### config.mk
export PLATFORM = sky130hd
export DESIGN_NAME = tx_queue
export DESIGN_NICKNAME = d
export VERILOG_FILES = /design/src/rtl/uart_pkg.sv /design/src/rtl/byte_fifo.sv /design/src/rtl/tx_queue.sv
export SDC_FILE = /design/constraint.sdc
export NUM_CORES = 1
export LEC_CHECK = 0
export ABC_AREA = 1
export ABC_CLOCK_PERIOD_IN_PS = 2870
export BUFFER_PORTS_ARGS = -buffer_cell sky130_fd_sc_hd__buf_2
export CORE_ASPECT_RATIO = 0.75
export CORE_MARGIN = 4
export CORE_UTILIZATION = 60
export DETAILED_ROUTE_END_ITERATION = 10
export GPL_ROUTABILITY_DRIVEN = 0
export PLACE_DENSITY = 0.77
export SLEW_MARGIN = 15
export SYNTH_ARGS = -nofsm -noshare
export SYNTH_HDL_FRONTEND = slang
export SYNTH_HIERARCHICAL = 1
export SYNTH_SLANG_ARGS = --single-unit
export TNS_END_PERCENT = 10
### constraint.sdc
create_clock -name clock -period 2.87 [get_ports clock]
set_clock_uncertainty 0.2 [all_clocks]
set_input_delay 0.574 -clock clock [delete_from_list [all_inputs] [get_ports clock]]
set_output_delay 0.574 -clock clock [all_outputs]
set_load 0.01 [all_outputs]
### src/rtl/uart_pkg.sv
// Shared UART definitions: transmitter state constants and the tx_queue drain FSM encodings.
package uart_pkg;

  localparam int BYTE_W = 8;

  typedef enum logic [1:0] {
    UTX_IDLE  = 2'd0,
    UTX_START = 2'd1,
    UTX_DATA  = 2'd2,
    UTX_STOP  = 2'd3
  } uart_tx_state_t;

  typedef enum logic [2:0] {
    DRAIN_IDLE      = 3'd0,
    DRAIN_ISSUE     = 3'd1,
    DRAIN_WAIT_BUSY = 3'd2,
    DRAIN_WAIT_DONE = 3'd3,
    DRAIN_RELEASE   = 3'd4
  } drain_state_t;

endpackage

### src/rtl/byte_fifo.sv
// Byte FIFO with registered count/empty/full flags; a push while full is dropped even if a pop occurs.
module byte_fifo
  import uart_pkg::*;
#(
  parameter int DEPTH = 16,
  parameter int AW    = $clog2(DEPTH)
) (
  input  logic              clock,
  input  logic              reset_n,
  input  logic              push,
  input  logic [BYTE_W-1:0] din,
  input  logic              pop,
  output logic [BYTE_W-1:0] head,
  output logic [AW:0]       count,
  output logic              empty,
  output logic              full,
  output logic              not_full
);

  localparam logic [AW:0] DEPTH_C = (AW+1)'(DEPTH);

  logic [BYTE_W-1:0] mem_r [DEPTH];
  logic [AW-1:0]     wr_ptr_r;
  logic [AW-1:0]     rd_ptr_r;
  logic [AW:0]       count_r;
  logic [AW:0]       count_s;
  logic              empty_r;
  logic              full_r;
  logic              not_full_r;
  logic              push_ok_s;
  logic              pop_ok_s;

  // Acceptance is judged against the registered flags, so a full queue drops a push even on a pop cycle.
  always_comb begin
    push_ok_s = push && !full_r;
    pop_ok_s  = pop && !empty_r;
    count_s   = count_r;
    case ({push_ok_s, pop_ok_s})
      2'b10:   count_s = count_r + (AW+1)'(1);
      2'b01:   count_s = count_r - (AW+1)'(1);
      default: count_s = count_r;
    endcase
  end

  always_ff @(posedge clock or negedge reset_n) begin
    if (!reset_n) begin
      wr_ptr_r   <= '0;
      rd_ptr_r   <= '0;
      count_r    <= '0;
      empty_r    <= 1'b1;
      full_r     <= 1'b0;
      not_full_r <= 1'b1;
    end else begin
      if (push_ok_s) wr_ptr_r <= wr_ptr_r + AW'(1);
      if (pop_ok_s)  rd_ptr_r <= rd_ptr_r + AW'(1);
      count_r    <= count_s;
      empty_r    <= (count_s == '0);
      full_r     <= (count_s == DEPTH_C);
      not_full_r <= (count_s != DEPTH_C);
    end
  end

  always_ff @(posedge clock) begin
    if (push_ok_s) mem_r[wr_ptr_r] <= din;
  end

  assign head     = mem_r[rd_ptr_r];
  assign count    = count_r;
  assign empty    = empty_r;
  assign full     = full_r;
  assign not_full = not_full_r;

endmodule

### src/rtl/tx_queue.sv
// Transmit byte queue feeding a UART transmitter; a drain FSM launches one byte per full busy/done handshake.
module tx_queue
  import uart_pkg::*;
#(
  parameter int DEPTH = 16,
  parameter int AW    = $clog2(DEPTH)
) (
  input  logic              clock,
  input  logic              reset_n,
  input  logic              wr_valid,
  input  logic [BYTE_W-1:0] wr_byte,
  output logic              wr_ready,
  output logic              overflow,
  output logic [AW:0]       count,
  output logic              empty,
  output logic              full,
  output logic              tx_valid,
  output logic [BYTE_W-1:0] tx_byte,
  input  logic              tx_busy,
  input  logic              tx_done
);

  drain_state_t      state_r;
  drain_state_t      state_s;
  logic              tx_valid_r;
  logic [BYTE_W-1:0] tx_byte_r;
  logic              overflow_r;
  logic [BYTE_W-1:0] head_s;
  logic              empty_s;
  logic              full_s;
  logic              not_full_s;

  // The head is popped in the same cycle the registered launch strobe is high.
  byte_fifo #(
    .DEPTH (DEPTH),
    .AW    (AW)
  ) u_fifo (
    .clock    (clock),
    .reset_n  (reset_n),
    .push     (wr_valid),
    .din      (wr_byte),
    .pop      (tx_valid_r),
    .head     (head_s),
    .count    (count),
    .empty    (empty_s),
    .full     (full_s),
    .not_full (not_full_s)
  );

  always_comb begin
    state_s = state_r;
    case (state_r)
      DRAIN_IDLE:      if (!empty_s && !tx_busy && !tx_done) state_s = DRAIN_ISSUE;
                       else state_s = DRAIN_IDLE;
      DRAIN_ISSUE:     state_s = DRAIN_WAIT_BUSY;
      DRAIN_WAIT_BUSY: if (tx_busy) state_s = DRAIN_WAIT_DONE;
                       else state_s = DRAIN_WAIT_BUSY;
      DRAIN_WAIT_DONE: if (tx_done) state_s = DRAIN_RELEASE;
                       else state_s = DRAIN_WAIT_DONE;
      DRAIN_RELEASE:   if (!tx_done) state_s = DRAIN_IDLE;
                       else state_s = DRAIN_RELEASE;
      default:         state_s = DRAIN_IDLE;
    endcase
  end

  // tx_byte is only loaded on ISSUE, so it holds steady across the launch strobe.
  always_ff @(posedge clock or negedge reset_n) begin
    if (!reset_n) begin
      state_r    <= DRAIN_IDLE;
      tx_valid_r <= 1'b0;
      tx_byte_r  <= 8'h00;
      overflow_r <= 1'b0;
    end else begin
      state_r    <= state_s;
      tx_valid_r <= (state_r == DRAIN_ISSUE);
      if (state_r == DRAIN_ISSUE) tx_byte_r <= head_s;
      overflow_r <= wr_valid && full_s;
    end
  end

  assign wr_ready = not_full_s;
  assign overflow = overflow_r;
  assign empty    = empty_s;
  assign full     = full_s;
  assign tx_valid = tx_valid_r;
  assign tx_byte  = tx_byte_r;

endmodule
; ---- Yosys cells after proc, flatten, opt, wreduce, memory -nomap -nowiden
; Memories as Yosys holds them, arrays and structs flattened. A register that Yosys moved wholly into a read port is not among the register bits.
; Index checks and enable logic that the tools add are counted.
[op_classes]
n_addsub = 4
n_eq_ne = 8
n_mux = 8
reduce_logical = 12
[op_table]
columns = operator, count
row1 = one-hot mux 3 bit (5 select lines), 1
row2 = one-hot mux 5 bit (2 select lines), 1
row3 = adder 4 x 1 -> 4 bit (second input constant), 2
row4 = equality test 3 x 2 -> 1 bit (second input constant), 2
row5 = 2-to-1 mux 3 bit, 2
row6 = adder 5 x 1 -> 5 bit (second input constant), 1
row7 = equality test 5 bit (second input constant), 1
row8 = logical AND 1 bit, 5
row9 = logical NOT 1 bit, 5
row10 = logical NOT 5 bit, 1
row11 = inequality test 5 bit (second input constant), 1
row12 = subtractor 5 x 1 -> 5 bit (second input constant), 1
row13 = 2-to-1 mux 1 bit, 4
row14 = equality test 3 x 1 -> 1 bit (second input constant), 1
row15 = equality test 3 bit (second input constant), 1
row16 = logical NOT 3 bit, 1
row17 = equality test 2 x 1 -> 1 bit (second input constant), 1
row18 = equality test 2 bit (second input constant), 1
[totals]
regBits = 21
mem_bits_rw = 128
in_bits = 13
output_inout_bits = 18
elab_cells = 42
mem_count = 1
[mem_list]
columns = name, depth, width, read_ports, rd_clocked_by_memory_dff, wr, line_no
row1 = u_fifo.mem_r, 16, 8, 1, 1, 1, byte_fifo.sv:22  ; logic [BYTE_W-1:0] mem_r [DEPTH];

; ---- Depth between registers and ports, before layout
; Gate-level depths: netlist of run 1.
[depth]
depth_word = 5
depth_mapped = 17
mapped_depth_nobuf = 17

; ---- By module
; Netlist of run 1, hierarchy kept.
[by_module_without_submodules]
columns = mod, instances, cells_per_inst, area_per_inst_um2, seq_area_each_um2
row1 = byte_fifo, 1, 500, 5987.0, 4246.6
row2 = tx_queue, 1, 58, 524.3, 325.3

; ---- Worst setup path after synthesis of run 1
; No wires, ideal clock.
[synth_timing]
path_kind = input port to flip-flop
from = input port wr_valid
to = register u_fifo.full_r, in the netlist u_fifo/full
setup_time_ps = 69
t_arrival_ps = 2413
t_required_ps = 2601
path_slack_ps = 188
path_stages = 14
path_buffers = 0
cell_sequence = inv_1 -> nor2_1 -> inv_1 -> ha_1 -> nand2_1 -> inv_2 -> nor2_1 -> ha_1 -> nand2_2 -> nand2_2 -> or2_0 -> nor2_2 -> nand3_2 -> nor2_2
[synth_between]
elab_chain_len = 4
word_cells_on_any_way = 5
cone_classes = eq/ne (3) / mux (1) / reduce/logical (1)
[synth_rtl]
columns = item, line_no
row1 = start: declaration, tx_queue.sv:10  ; input logic wr_valid,
row2 = logical AND 1 bit (*), byte_fifo.sv:35  ; push_ok_s = push && !full_r;
row3 = equality test 2 x 1 -> 1 bit or equality test 2 bit (tied branches), byte_fifo.sv:38  ; case ({push_ok_s, pop_ok_s})
row4 = one-hot mux 5 bit (2 select lines) (*), byte_fifo.sv:38
row5 = named net u_fifo.count_s[1], byte_fifo.sv:26  ; logic [AW:0] count_s;
row6 = equality test 5 bit (*), byte_fifo.sv:58  ; full_r <= (count_s == DEPTH_C);
row7 = end signal: assignment, byte_fifo.sv:58
row8 = end: declaration, byte_fifo.sv:28  ; logic full_r;
; The timed path passes the listed nets; every way through them passes the cells marked *.
; A chain may end at the register's enable or synchronous reset.

; ---- Worst setup path after layout of run 1
[layout_timing]
from = register u_fifo.full_r, in the netlist u_fifo/full
to = register u_fifo.empty_r, in the netlist u_fifo/empty
[layout_between]
elab_chain_len = 5
word_cells_on_any_way = 6
cone_classes = eq/ne (2) / mux (1) / reduce/logical (3)
[layout_rtl]
columns = item, line_no
row1 = logical NOT 1 bit (*), byte_fifo.sv:35
row2 = logical AND 1 bit (*), byte_fifo.sv:35
row3 = equality test 2 x 1 -> 1 bit or equality test 2 bit (tied branches), byte_fifo.sv:38
row4 = one-hot mux 5 bit (2 select lines) (*), byte_fifo.sv:38
row5 = named net u_fifo.count_s[1], byte_fifo.sv:26
row6 = logical NOT 5 bit (*), byte_fifo.sv:57  ; empty_r <= (count_s == '0);
row7 = end signal: assignment, byte_fifo.sv:57
row8 = end: declaration, byte_fifo.sv:27  ; logic empty_r;
; Marked as above.

==> metrics, run 1 <==
Die Y-Extent=approximately 98 µm; post-route ant nets=0; number of cell rows=32; number of buffers created by CTS=17; crit path cell chain=nor2_1, inv_1, ha_1, nand2_1, inv_2, nor2_1, ha_1, nand2_2, nand2_2, or2_0, nor2_2, nand3_2, nor2_1; Gate Count Post-Synth=558; Internal=4870 µW; Sink Count=157; CP required=3.01 ns; PostCTS Resize Cnt=0; starting density of the core=a little over 60%; Synth cell types=27; Layout Nets=between 600 and 700; residual DRC count=0; actual slew at the worst max-slew pin=~0.69 ns; critical path launch point type=flop; GRT overflow=0; dpl hpwl=about 8600 µm; drt via density=a little under 6; die width=roughly 130 µm; Max Cap Viol=0; CTS Root Cell=clkbuf_16; Syn-to-layout area delta=14.0%; I/O pins=31; vias in the first global route=around 4300; Crit Path Category=reg -> reg; first-pass GRT wire length=between 20000 and 25000 µm; CTS max path bufs=2; placed cells=approximately 700; DIE AREA=12600 µm²; Worst VDD drop=about 0.68 mV; flops & latches, synth=between 150 and 200; H-tree levels=4; WL final=about 14000 µm; Hold Slack=around 0.17 ns; min-delay worst type=in -> reg; syn_area_per_cell=~12 µm²; layout cells sized above 1=15.4%; max-slew violations=0; TNS Setup=0 ns; sequential area share after synthesis=a little over two thirds; Tmin final=2.48 ns; CP dominant cell by count=nor2_1; CTS tree=built; switch share=between 30% and 40%; NetSw=2900 µW; Core Box Area=roughly 10000 µm²; Mapped Nets=579; clock slew at reported path FFs=0.06 ns; largest net degree at the start of global routing=between 60 and 70; Port Buffer Count=30; Slew HR=between 50% and 60%; combinational share of power=about a third; slowest CP cell=dfrtp_1; worst-skew pair later-pin latency=0.42 ns; most common cell after layout, fill and taps aside=edfxtp_1; RSZ-0062 raised after global routing=no; status=complete, no violations; Final Hold Fails=0; initial antenna violation count=0; Power Total=between 7000 and 8000 µW; sequential power share=39.3%; CP Max Fanout=6; Post-CTS Setup Inserts=0; Max Clk Rate=around 0.4 GHz; cell area power density=1050 nW/µm²; Cell Count, Final, Fillers Out=between 700 and 800; Data arrival, critical path=between 2 and 3 ns; # hold bufs at CTS=1; vias=approximately 4400; P_leak=0.00281 µW; max incr delay on CP=between 0.3 and 0.4 ns; commonest cells after routing, fill and taps aside=edfxtp_1 (128), nor2_1 (121), nand2_1 (72); design area=7420 µm²; Detailed Route Iter0 Violations=between 500 and 600; Clock power frac=between 20% and 30%; WL per Instance=18.5 µm; final setup violation count=0; GRT Total Usage=a little under a quarter; Mapped Area=6510 µm²; DP Area=around 6900 µm²; period utilization=roughly 86%; Ant. Diodes=0; Synth warnings=6; DR pass1 iterations=7; element type at the critical path end=flop
[final cells by class]
class / count / area, µm²
repair buffers: 52 / 318
multi-input cells: 351 / 1720
flip-flops and latches: 157 / 4570
well taps: 136 / 170
inverters: 26 / 105
fillers: 694 / 3030
clock buffers: 19 / 433
clock inverters: 13 / 100
[critical path, delay by kind of cell (launching register included)]
kind,cells,cell delay [ns]
fa+ha+maj,2,0.55
flops,1,0.39
buf+inv,2,0.12
simple gates,9,1.13
[per-stage QoR]
step | worst slack [ns] | util [%]
floorplan | 0.188 | -
global placement | 0.250 | 65.8
detailed placement | 0.117 | 65.8
CTS | 0.390 | 71.0
global route | 0.227 | 71.0
finish | 0.389 | 71.0
[worst paths after layout]
check	start	endpoint	slack [ns]	cells after the start
min	wr_valid	overflow$_DFF_PN0_	0.17	3
max in group asynchronous	reset_n	u_fifo/rd_ptr_r[0]$_DFFE_PN0N_	1.43	2
min reg2reg	tx_byte[3]$_DFFE_PN0P_	tx_byte[3]$_DFFE_PN0P_	0.27	2
min in group asynchronous	reset_n	u_fifo/count[2]$_DFF_PN0_	0.56	2
max	u_fifo/full$_DFF_PN0_	u_fifo/empty$_DFF_PN1_	0.39	13
max reg2reg	u_fifo/full$_DFF_PN0_	u_fifo/empty$_DFF_PN1_	0.39	13
[cells in the mapped netlist, drive strengths merged]
| master | count | share of area [%] |
|---|---|---|
| o211ai | 32 | 3.7 |
| mux2 | 1 | 0.17 |
| xor2 | 6 | 0.81 |
| clkbuf | 14 | 0.81 |
| dfrtp | 27 | 10 |
| or2 | 1 | 0.096 |
| buf | 10 | 0.92 |
| nand2 | 75 | 4.4 |
| nor2 | 123 | 7.2 |
| dfstp | 2 | 0.81 |
| nand4 | 5 | 0.48 |
| ha | 8 | 1.5 |
| inv | 25 | 1.6 |
| o21ai | 70 | 5.4 |
| clkinv | 1 | 0.058 |
| nand3b | 1 | 0.31 |
| xnor2 | 1 | 0.13 |
| edfxtp | 128 | 59 |
| nand3 | 28 | 2.2 |
[power by group through the flow]
stage               registers (µW)  logic, µW  clock network, µW
floorplan                     3100       1820                  0
global placement              3080       2510                  0
detailed placement            3100       2630                  0
CTS                           3050       2650               2060
global route                  3090       2980               2180
finish                        3050       2670               2040
[flip-flops by register name, indices dropped and copies added (netlist names)]
name,flops
u_fifo/empty,1
overflow,1
u_fifo/mem_r,128
u_fifo/rd_ptr_r,4
u_fifo/count,5
u_fifo/full,1
u_fifo/not_full,1
tx_valid,1
u_fifo/wr_ptr_r,4
tx_byte,8
state_r,3
[kinds of logic after synthesis]
| logic type | after synthesis | synth area share (%) |
|---|---|---|
| multiplexers | 1 | 0.173 |
| AND/OR/NAND/NOR | 233 | 14.7 |
| adder cells (fa/ha/maj) | 8 | 1.54 |
| flip-flops | 157 | 70.2 |
| buffers and inverters | 50 | 3.34 |
| XOR/XNOR | 7 | 0.942 |
| AO/OA/AOI/OAI | 102 | 9.07 |
[routing by layer]
| metal | share of wire, % | wire, µm | track usage, % |
|---|---|---|---|
| met1 | 44 | 6190 | 34.1 |
| met2 | 47 | 6600 | 35.2 |
| met3 | 6.5 | 910 | 5.36 |
| met4 | 1.9 | 266 | 7.83 |
| met5 | 0 | 0 | 0 |
(Power assumes the default switching activity.)
==> run 2, diff against run 1 <==
--- a/config.mk
+++ b/config.mk
@@ -5,7 +5,6 @@
 export SDC_FILE = /design/constraint.sdc
 export NUM_CORES = 1
 export LEC_CHECK = 0
-export ABC_AREA = 1
 export ABC_CLOCK_PERIOD_IN_PS = 2870
 export BUFFER_PORTS_ARGS = -buffer_cell sky130_fd_sc_hd__buf_2
 export CORE_ASPECT_RATIO = 0.75
==> run 2 against run 1 <==
- via count fell by 30%
- design area fell by 1.4%
- critical path type unchanged
- sequential cell count did not move
- critical endpoint is now u_fifo/not_full$_DFF_PN1_
- clock power rose by 6%
- highest routed layer unchanged
- non-clock buffer count fell by 16
- power fell by 6.2%
- die area fell by 0.71%
- synthesized cell count fell by 42%
- fmax fell by 2.6%
- combinational power fell by 25%
- routed wire length fell by 17%
- synthesized area fell by 0.77%
==> metrics, run 2 <==
status=complete, no violations; I/O pins=31; Internal=5210 µW; sequential power share=43.0%; reg-to-reg critical path endpoint=u_fifo/not_full$_DFF_PN1_; sequential area share after synthesis=70.8%; drt via density=6.10; EDFF count, synth=128; Mapped Area=~6500 µm²; Clock power frac=between 20% and 30%; Gate Count Post-Synth=approximately 320; Final Hold Fails=0; count leader, synth=edfxtp_1; Worst Hold Depth=2; Mapped Nets=between 300 and 400; H-tree levels=4; Data arrival, critical path=around 2.7 ns; Post-Place Worst Slack=roughly 0.037 ns; Endpoint, Worst Hold=overflow$_DFF_PN0_; number of buffers created by CTS=17; min-delay worst type=in -> reg; r2r setup slk=~0.32 ns; dpl hpwl=roughly 7300 µm; starting density of the core=between 60% and 70%; largest net degree at the start of global routing=36; Core Box Area=about 10000 µm²; # hold bufs at CTS=1; Crit Path Category=reg -> reg; period utilization=roughly nine tenths; largest area contributor in the netlist=edfxtp_1; number of cell rows=32; Synth cell types=38; Tmin final=~2.5 ns; CTS max path bufs=2; initial antenna violation count=0; layout cells sized above 1=between 20% and 30%; vias in the first global route=3122; Port Buffer Count=30; gr busiest metal=met1; Sink Count=roughly 160; final setup violation count=0; Power Total=7290 µW; HP Start=wr_valid; met1 usage=between 30% and 40%; CTS Root Cell=clkbuf_16; Post-CTS Setup Inserts=0; post-route ant nets=0; flops & latches, synth=157; worst-skew pair later-pin latency=0.41 ns; max-slew violations=0; clock slew at reported path FFs=approximately 0.06 ns; die width=128 µm; switch share=about 28%; fraction of registers with async set/reset=18.5%; GRT Total Usage=between 20% and 30%; Slew HR=a little over half; Reg area=between 4000 and 5000 µm²; TNS Setup=0 ns; RSZ-0062 raised after global routing=no; Hold Slack=roughly 0.20 ns; vias=roughly 3100; fin util=a little over two thirds; GR Util met3=roughly 6%; Die Y-Extent=between 90 and 100 µm; DR pass1 iterations=5; GRT overflow=0; Ant. Diodes=0; element type at the critical path end=flop; actual slew at the worst max-slew pin=around 0.68 ns; PostCTS Resize Cnt=0; Largest Register=u_fifo/mem_r; cell area power density=between 900 and 1000 nW/µm²; worst r2r src=u_fifo/full$_DFF_PN0_; syn_area_per_cell=between 20 and 25 µm²; GRT met2 Usage=between 20% and 30%; Synth warnings=6; worst setup path startpoint=u_fifo/full$_DFF_PN0_; max reg flops=128; commonest cells after routing, fill and taps aside=edfxtp_1 (128), buf_2 (30), mux4_1 (30); WL per Instance=roughly 23 µm; CP Max Fanout=4; Layout Nets=around 380; NetSw=just over 2000 µW; top cell type's share of synthesized area=between 50% and 60%; Post-synth top cells=edfxtp_1 (128), mux4_1 (30), dfrtp_1 (27); most common cell after layout, fill and taps aside=edfxtp_1; Worst VDD drop=approximately 0.55 mV; CP required=3.01 ns; Setup WS post-layout=approximately 0.32 ns; P_leak=roughly 0.0026 µW; WL final=11600 µm; combinational share of power=roughly 27%; Area contributors post-synth=edfxtp_1 (59%), mux4_1 (12%), dfrtp_1 (10%); CTS tree=built; Reg2Reg Depth=10; first-pass GRT wire length=approximately 19000 µm; critical path launch point type=flop; Syn-to-layout area delta=13.2%; Max Cap Viol=0; Synth Flop Type=edfxtp_1; residual DRC count=0; # fillers=between 600 and 700; multi-input logic area=around 1800 µm²; Detailed Route Iter0 Violations=320; DIE AREA=between 10000 and 15000 µm²; Max Clk Rate=about 0.39 GHz
run 2: cell types whose count changed after synthesis, sizes merged, moves of 7 or more:
cell / before / now
xnor2: 1 / 8
nor2: 123 / 9
inv: 25 / 4
mux4: 0 / 40
mux2: 1 / 11
and2: 0 / 17
nand2: 75 / 6
o211ai: 32 / 0
nand3: 28 / 2
o21ai: 70 / 4
run 2: cell type report:
class	count	area share (%)
Tap cell	136	2.33
Multi-Input combinational cell	142	24.1
Inverter	4	0.205
Clock inverter	7	1.18
Sequential cell	157	62.5
Clock buffer	25	6.64
Timing Repair Buffer	36	3.04
run 2: cells by family after synthesis:
group           after synthesis  share of synthesized area [%]
flops                       157                           70.8
simple gates                 56                           5.03
mux                          52                           17.8
buf+inv                      22                           1.94
compound gates               15                           1.47
xor+xnor                     11                           1.49
fa+ha+maj                     8                           1.55
run 2: stage by stage:
stage | area (µm²) | instances
6_report | 7320 | 507
5_1_grt | 7320 | 507
4_1_cts | 7320 | 507
3_5_place_dp | 6730 | 474
3_3_place_gp | 6730 | 474
2_1_floorplan | 6460 | 321
run 2: power by group through the flow:
stage                     sequential, µW  combinational, µW  clock (µW)
after floorplan                     3090               1480           0
after global placement              3150               1950           0
after detailed placement            3180               1990           0
after CTS                           3140               2010        2200
after global routing                3190               2160        2310
final                               3130               1990        2160
run 2: how the worst max path moves through the flow:
stage	endpoint	slack, ns
floorplan	u_fifo/not_full$_DFF_PN1_	0.06
finish	u_fifo/not_full$_DFF_PN1_	0.32
global route	u_fifo/not_full$_DFF_PN1_	0.12
detailed placement	u_fifo/not_full$_DFF_PN1_	0.04
global placement	u_fifo/not_full$_DFF_PN1_	0.11
CTS	u_fifo/not_full$_DFF_PN1_	0.32
run 2: layer usage:
layer | wire (µm) | part of all wire [%] | vias up
li1 | - | - | 1375
met1 | 5410 | 46 | 1601
met2 | 5320 | 46 | 111
met3 | 819 | 7.0 | 6
met4 | 86 | 0.74 | 0
met5 | 0 | 0 | -
run 2: critical path, stage by stage, from the launching register on:
cell and delay (ns):
dfrtp_1 0.39, nor2b_1 0.16, inv_1 0.12, ha_1 0.24
xor2_1 0.17, ha_1 0.24, a21oi_1 0.16, mux2i_1 0.23
xnor2_1 0.10, a211o_1 0.32, nand2b_1 0.15
